<file path="src/rtl/controlador_verificacao_codigo.sv">
`default_nettype none
// ============================================================================
// Module   : controlador_verificacao_codigo
// Brief    : Sequential code-verification controller. Presents the stored
//            key (cmp_a) and the latched entry (cmp_b) to an external 3-bit
//            equality comparator, samples its FI flag, grants access or
//            counts failures, and enforces a timed lockout. Key
//            reprogramming is accepted only while access is granted.
// Revision : 1.0 - initial release
// ============================================================================
module controlador_verificacao_codigo #(
  parameter int MAX_FAIL      = 3,
  parameter int LOCK_CYCLES   = 16,
  parameter int UNLOCK_CYCLES = 8
) (
  input  logic       clk,
  input  logic       rst_n,
  input  logic [2:0] code_in,
  input  logic       code_valid,
  input  logic       prog_en,
  output logic       code_ready,
  output logic [2:0] cmp_a,
  output logic [2:0] cmp_b,
  input  logic       cmp_eq,
  output logic       unlocked,
  output logic       locked_out,
  output logic [1:0] fail_count,
  output logic       key_updated
);

  // Timer holds the larger of the two durations minus one.
  localparam int c_TMAX = (LOCK_CYCLES > UNLOCK_CYCLES) ? LOCK_CYCLES : UNLOCK_CYCLES;
  localparam int c_TW   = (c_TMAX > 2) ? $clog2(c_TMAX) : 1;

  localparam logic [c_TW-1:0] c_LOCK_LOAD   = c_TW'(LOCK_CYCLES - 1);
  localparam logic [c_TW-1:0] c_UNLOCK_LOAD = c_TW'(UNLOCK_CYCLES - 1);
  localparam logic [2:0]      c_MAX_FAIL3   = 3'(MAX_FAIL);
  localparam logic [1:0]      c_MAX_FAIL2   = 2'(MAX_FAIL);

  typedef enum logic [1:0] {
    ST_IDLE    = 2'd0,
    ST_CMP     = 2'd1,
    ST_GRANT   = 2'd2,
    ST_LOCKOUT = 2'd3
  } state_t;

  state_t          r_state;
  logic [2:0]      r_key;
  logic [2:0]      r_entry;
  logic [1:0]      r_fail_count;
  logic [c_TW-1:0] r_timer;
  logic            r_key_updated;
  logic [2:0]      w_fail_next;

  // Failure count after one more miss, widened so MAX_FAIL=3 cannot wrap.
  assign w_fail_next = {1'b0, r_fail_count} + 3'd1;

  // Main controller: state, key/entry registers, failure counter and timer.
  always_ff @(posedge clk) begin
    if (!rst_n) begin
      r_state       <= ST_IDLE;
      r_key         <= 3'b000;
      r_entry       <= 3'b000;
      r_fail_count  <= 2'd0;
      r_timer       <= '0;
      r_key_updated <= 1'b0;
    end else begin
      r_key_updated <= 1'b0;
      case (r_state)
        ST_IDLE: begin
          // prog_en has no meaning here; every submission is an attempt.
          if (code_valid) begin
            r_entry <= code_in;
            r_state <= ST_CMP;
          end
        end
        ST_CMP: begin
          if (cmp_eq) begin
            r_fail_count <= 2'd0;
            r_timer      <= c_UNLOCK_LOAD;
            r_state      <= ST_GRANT;
          end else if (w_fail_next == c_MAX_FAIL3) begin
            r_fail_count <= c_MAX_FAIL2;
            r_timer      <= c_LOCK_LOAD;
            r_state      <= ST_LOCKOUT;
          end else begin
            r_fail_count <= w_fail_next[1:0];
            r_state      <= ST_IDLE;
          end
        end
        ST_GRANT: begin
          // A key write wins over grant expiry on the same cycle.
          if (code_valid && prog_en) begin
            r_key         <= code_in;
            r_key_updated <= 1'b1;
            r_state       <= ST_IDLE;
          end else if (r_timer == '0) begin
            r_state <= ST_IDLE;
          end else begin
            r_timer <= r_timer - 1'b1;
          end
        end
        ST_LOCKOUT: begin
          if (r_timer == '0) begin
            r_fail_count <= 2'd0;
            r_state      <= ST_IDLE;
          end else begin
            r_timer <= r_timer - 1'b1;
          end
        end
        default: r_state <= ST_IDLE;
      endcase
    end
  end

  // Outputs decoded directly from registered state.
  assign code_ready  = (r_state == ST_IDLE) || (r_state == ST_GRANT);
  assign unlocked    = (r_state == ST_GRANT);
  assign locked_out  = (r_state == ST_LOCKOUT);
  assign fail_count  = r_fail_count;
  assign key_updated = r_key_updated;
  assign cmp_a       = r_key;
  assign cmp_b       = r_entry;

endmodule
`default_nettype wire

</file>
<file path="config.mk">
export PLATFORM = sky130hd
export DESIGN_NAME = controlador_verificacao_codigo
export DESIGN_NICKNAME = d
export VERILOG_FILES = /design/src/rtl/controlador_verificacao_codigo.sv
export SDC_FILE = /design/constraint.sdc
export NUM_CORES = 1
export LEC_CHECK = 0
export CAP_MARGIN = 20
export CORE_MARGIN = 5
export CORE_UTILIZATION = 45
export CTS_CLUSTER_DIAMETER = 40
export CTS_CLUSTER_SIZE = 24
export DETAILED_ROUTE_END_ITERATION = 10
export PLACE_DENSITY = 0.76
export SKIP_CTS_REPAIR_TIMING = 1
export SLEW_MARGIN = 20
export SYNTH_ARGS = -nofsm -noshare
export SYNTH_HDL_FRONTEND = slang
export SYNTH_SLANG_ARGS = --single-unit
</file>
<file path="constraint.sdc">
create_clock -name clk -period 1.8 [get_ports clk]
set_input_delay 0.45 -clock clk [delete_from_list [all_inputs] [get_ports clk]]
set_output_delay 0.45 -clock clk [all_outputs]
set_load 0.05 [all_outputs]
</file>
# == Yosys cells after proc, flatten, opt, wreduce, memory -nomap -nowiden ==
# Cells that the tools add are included.
# word_totals
register_bits,15
# op_classes
eq_ne,8
addsub,2
mux,16
reduce_logical,11
# ops
op,n
$mux W2,8
$mux W4,4
$pmux W4 S3,1
$pmux W2 S4,1
$reduce_and A2 Y1,4
$eq A2 B2 Y1 const B,2
$logic_not A4 Y1,1
$ne A2 B2 Y1 const B,2
$pmux W2 S2,1
$sub A4 B1 Y4 const B,1
$add A2 B1 Y3 const B,1
$eq A3 B2 Y1 const B,1
$ne A3 B3 Y1 const B,1
$reduce_and A3 Y1,1
$reduce_bool A3 Y1,1
$eq A2 B1 Y1 const B,1
$logic_not A2 Y1,1
$ne A2 B1 Y1 const B,1
$reduce_bool A2 Y1,1
$logic_and A1 B1 Y1,1
$logic_or A1 B1 Y1,1
$mux W1,1

# == Logic depth before layout (Yosys ltp) ==
# logic_depth
depth_word,5
depth_mapped,6
ltp_nobuf,6

# == Worst setup path after synthesis ==
# Ideal clock, no wire load.
# synth_timing
kind,flip-flop to flip-flop
startpoint,reg r_fail_count[0] (netlist: fail_count[0])
endpoint,reg r_timer[1]
required_ns,1.685
synth_period_minus_slack_ns,1.839
setup_slack_ns,-0.039
path_buffers,0
path_stages_with_launch,7
arrival_ns,1.723
setup_ns,0.115
path_cell_list,dfxtp_1 inv_1 ha_1 o21ai_0 nand2_1 a31o_2 and3_1
# synth_via
elab_chain_len,4
# synth_lines
element,line_no,source
from (decl),50,logic [1:0] r_fail_count;
from (signal assigned),83,r_fail_count <= c_MAX_FAIL2;
from (signal assigned),87,r_fail_count <= w_fail_next[1:0];
$add A2 B1 Y3,56,"assign w_fail_next = {1'b0, r_fail_count} + 3'd1;"
$eq A3 B2 Y1,82,end else if (w_fail_next == c_MAX_FAIL3) begin
$ne A3 B3 Y1 (no line),n/a,
$reduce_and A3 Y1 (no line),n/a,
to (signal assigned),80,r_timer <= c_UNLOCK_LOAD;
to (signal assigned),84,r_timer <= c_LOCK_LOAD;
to (signal assigned),100,r_timer <= r_timer - 1'b1;
to (decl),51,logic [c_TW-1:0] r_timer;
# No other way between the ends.
# A chain may end at the register's enable or synchronous reset.

# == Final worst setup path ==
# layout_timing
startpoint,reg r_state[0]
endpoint,out locked_out
# layout_via
elab_chain_len,1
# layout_lines
element,line_no,source
from (decl),47,state_t r_state;
from (signal assigned),61,r_state <= ST_IDLE;
from (signal assigned),74,r_state <= ST_CMP;
from (signal assigned),81,r_state <= ST_GRANT;
$eq A2 B2 Y1,119,assign locked_out = (r_state == ST_LOCKOUT);
to (decl),26,"output logic locked_out,"
# No other way between the ends.

==> out/results.txt <==
The worst setup path is launched from a flip-flop. The register bit total from synthesis came out at 15. The setup slack after placement is 0.01014 ns.

The highest metal layer with signal wires was met4. The combined global-route utilization of all metal layers is 0.1458, and the power per unit of standard cell area is 738.7 nW/um^2. On the final layout, the worst clock skew is 0.004856 ns.

The run gives 4 as the number of search-and-repair iterations in the first detailed-routing pass. In this run the static leakage power is 0.4208 nW. Fraction of synthesis flops using an asynchronous set or reset pin: 0. Counting every net in the synthesized netlist gives 98.

The worst hold path begins at cmp_a[0]. Detailed placement ended at an HPWL of 1.292 mm. The logs give 0 ns for the final setup TNS and 1.35 ns for the required time of the critical path. The overall overflow remaining after global route came out at 0. The insertion delay to the later sink of the worst-skew pair came out at 0.28 ns.

The run gives 29 as the count of distinct cell types in the synthesized netlist. From synthesis to final layout, the design area changed by 37.59%. The combinational cell fraction of total power is 0.245. For the depth of the CTS H-tree, the log shows 1. The number of cells on the worst reg-to-reg path is 5. The routed via count divided by cell count is 5.651.

The maximum number of pins on one net before global-route repair is 16, and the netlist area before placement is 725.7 sq um. The detailed router put a total of 694 um of wire on met1. The root buffer cell chosen for the clock tree is sky130_fd_sc_hd__clkbuf_4.

The number of buffers inserted during clock tree synthesis was 3. The run gives 125 as the placed instance count. The total count of max-transition violations in the final report is 0.

The vertical die dimension is 50.16 um, and the highest achievable clock rate is 605.4 MHz. In this run the worst hold path is classified as flip-flop to flip-flop. Most instantiated flip-flop cell in the synthesis netlist: sky130_fd_sc_hd__dfxtp_1. The mean cell area of the mapped netlist was 8.247 sq um; the final critical path time including I/O delays and setup was 1.652 ns.

The via count is 729. 20 I/O pins were placed. The die covers 2516 sq um. The ratio of final minimum period to clock period was 0.9176; the number of DRC markers after the initial detailed-route iteration was 9.

The switching share of power is 0.3075. The floorplan has 14 rows. At the end of routability-driven placement, the weighted congestion stood at 0.7917. For this run, the post-layout net count is 124. The tool flagged a number of max-cap violations equal to 0. The die is 50.16 um wide. VDD sags by at most 444.0 uV.

The sort of element at the end of the critical path was a primary output. The flow ran to the end, and the final reports show no timing, DRC or antenna violations. The routed design uses 99 um of met3 wire. The worst hold path stage count came out at 2. The tools report the destination of the worst hold path as cmp_a[0]. The endpoint identified for the worst register-to-register timing path is r_state[0].

Final worst slack: 0.1483 ns. 0 antenna diodes ended up in the layout. The count of cells in the finished layout, fillers not included, comes to 129.

The antenna violation net count after detailed routing was 0; the number of antenna violations at the first check in global routing was 0. The number of hold violations in the final report was 0; the placeable core area was 1524 sq um. The number of remaining DRC errors is 0. The first global-routing pass estimated 2.849 mm of wire. The worst register-to-register path begins at r_timer[0]. The internal power of the cells totals 0.0005107 W.

The routed wire length per instance is 12.87 um, and the met2 wire length is 833 um. For the pin with the worst max-slew slack, the measured transition is 0.3517 ns. Clock-pin slew was measured on the worst setup and hold paths at 0.09 ns. The top cell types in the final layout, fill and taps aside, are sky130_fd_sc_hd__nand2_1 (15), sky130_fd_sc_hd__dfxtp_1 (14), sky130_fd_sc_hd__buf_4 (14). Setup repair after global routing left no endpoint under its margin. The worst hold slack came out at 0.4721 ns. For the number of global-route vias before repair, the log shows 715. The Yosys step of the flow raised 0 warnings. The run gives 0.7648 as the worst relative slew slack. The worst setup path is of the flip-flop to primary output kind. The worst-case clock buffer depth is 2. TritonCTS built the clock tree. The run gives 0.491 as the register share of total power.

In this run the worst path has a maximum fanout of 8. Setup violations remaining at the end of the flow were counted as 0. The endpoint arrival time on the critical path was 1.20 ns; the total wirelength of the detailed-routed design was 1.660 mm. The net load switching power is 0.0002268 W, and the worst reg-to-reg setup slack is 0.26 ns. The number of enable flip-flop cells after synthesis works out to 0. The part of the Yosys area used for sequential elements is 0.4138. Clock tree synthesis found a total of 15 sinks.

The logs give 0.263 for the relative contribution of the clock network to total power and 88 for the cell count after synthesis. Commonest non-fill, non-tap cell in the layout: sky130_fd_sc_hd__nand2_1. The fraction of layout instances using a drive strength above 1 is 0.2389, and the count of buffers inserted at the top-level ports is 19. The starting density of the core is 0.4762.
## per-layer routing
| layer | vias up | track usage |
|---|---|---|
| met5 | - | 0 |
| met4 | 0 | 0.08734 |
| met3 | 4 | 0.03846 |
| met2 | 23 | 0.2469 |
| met1 | 341 | 0.1609 |
| li1 | 361 | - |
## stage by stage
step / utilization / total power (W) / instance area, sq um
2_1_floorplan: - / 0.0004812 / 729.5
3_3_place_gp: 0.6371 / 0.0005467 / 970.9
3_5_place_dp: 0.6371 / 0.0005511 / 970.9
4_1_cts: 0.6552 / 0.0007458 / 998.5
5_1_grt: 0.6552 / 0.0007809 / 998.5
6_report: 0.6552 / 0.0007376 / 998.5
## registers in the layout (all words and copies together), names as in the netlist
register     count
fail_count       2
cmp_b            3
r_timer          4
r_state          2
cmp_a            3
key_updated      1
## cell usage after synthesis, drive strengths merged, types with 2 or more instances
cell	number	share of area
dfxtp	15	0.41
nand2	15	0.078
o21ai	9	0.078
a21boi	7	0.072
inv	5	0.026
nand3	4	0.028
nor2	4	0.021
a21oi	3	0.021
and3	3	0.026
a31o	2	0.024
buf	2	0.014
ha	2	0.034
nand3b	2	0.021
nor2b	2	0.017
## how the worst max path moves through the flow
stage	startpoint	to	slack, ns
global placement	code_valid	r_timer[2]	0.05
floorplan	r_state[1]	unlocked	0.13
detailed placement	code_valid	r_timer[2]	0.01
CTS	r_state[0]	locked_out	0.15
global route	r_state[1]	unlocked	0.08
finish	r_state[0]	locked_out	0.15
## cell families (layout without fill, tap and decap cells)
logic type | after synthesis | in the layout | synth area share
AO/OA/AOI/OAI | 24 | 24 | 0.2310
adder cells (fa/ha/maj) | 2 | 2 | 0.03448
buffers and inverters | 8 | 33 | 0.04483
flip-flops | 15 | 15 | 0.4138
AND/OR/NAND/NOR | 39 | 39 | 0.2759
## critical path: stages, from the launching register on
cell,delay [ns]
sky130_fd_sc_hd__dfxtp_1,0.43
sky130_fd_sc_hd__inv_1,0.15
sky130_fd_sc_hd__nor2_2,0.19
sky130_fd_sc_hd__buf_12,0.16
## layout make-up
class / count / area [sq um]
well taps: 16 / 20.02
clock inverters: 1 / 5.005
multi-input cells: 65 / 395.4
flip-flops and latches: 15 / 301.5
inverters: 5 / 18.77
repair buffers: 24 / 235.2
clock buffers: 3 / 22.52
fillers: 136 / 525.5
## power groups by stage
stage / clock network, W / logic (W) / registers [W]
after floorplan: 0 / 0.0000906 / 0.000391
after global placement: 0 / 0.000177 / 0.000369
after detailed placement: 0 / 0.000181 / 0.000370
after CTS: 0.000202 / 0.000182 / 0.000362
after global routing: 0.000219 / 0.000197 / 0.000365
final: 0.000194 / 0.000181 / 0.000362
Note: power is estimated with default switching activity, not from simulation.
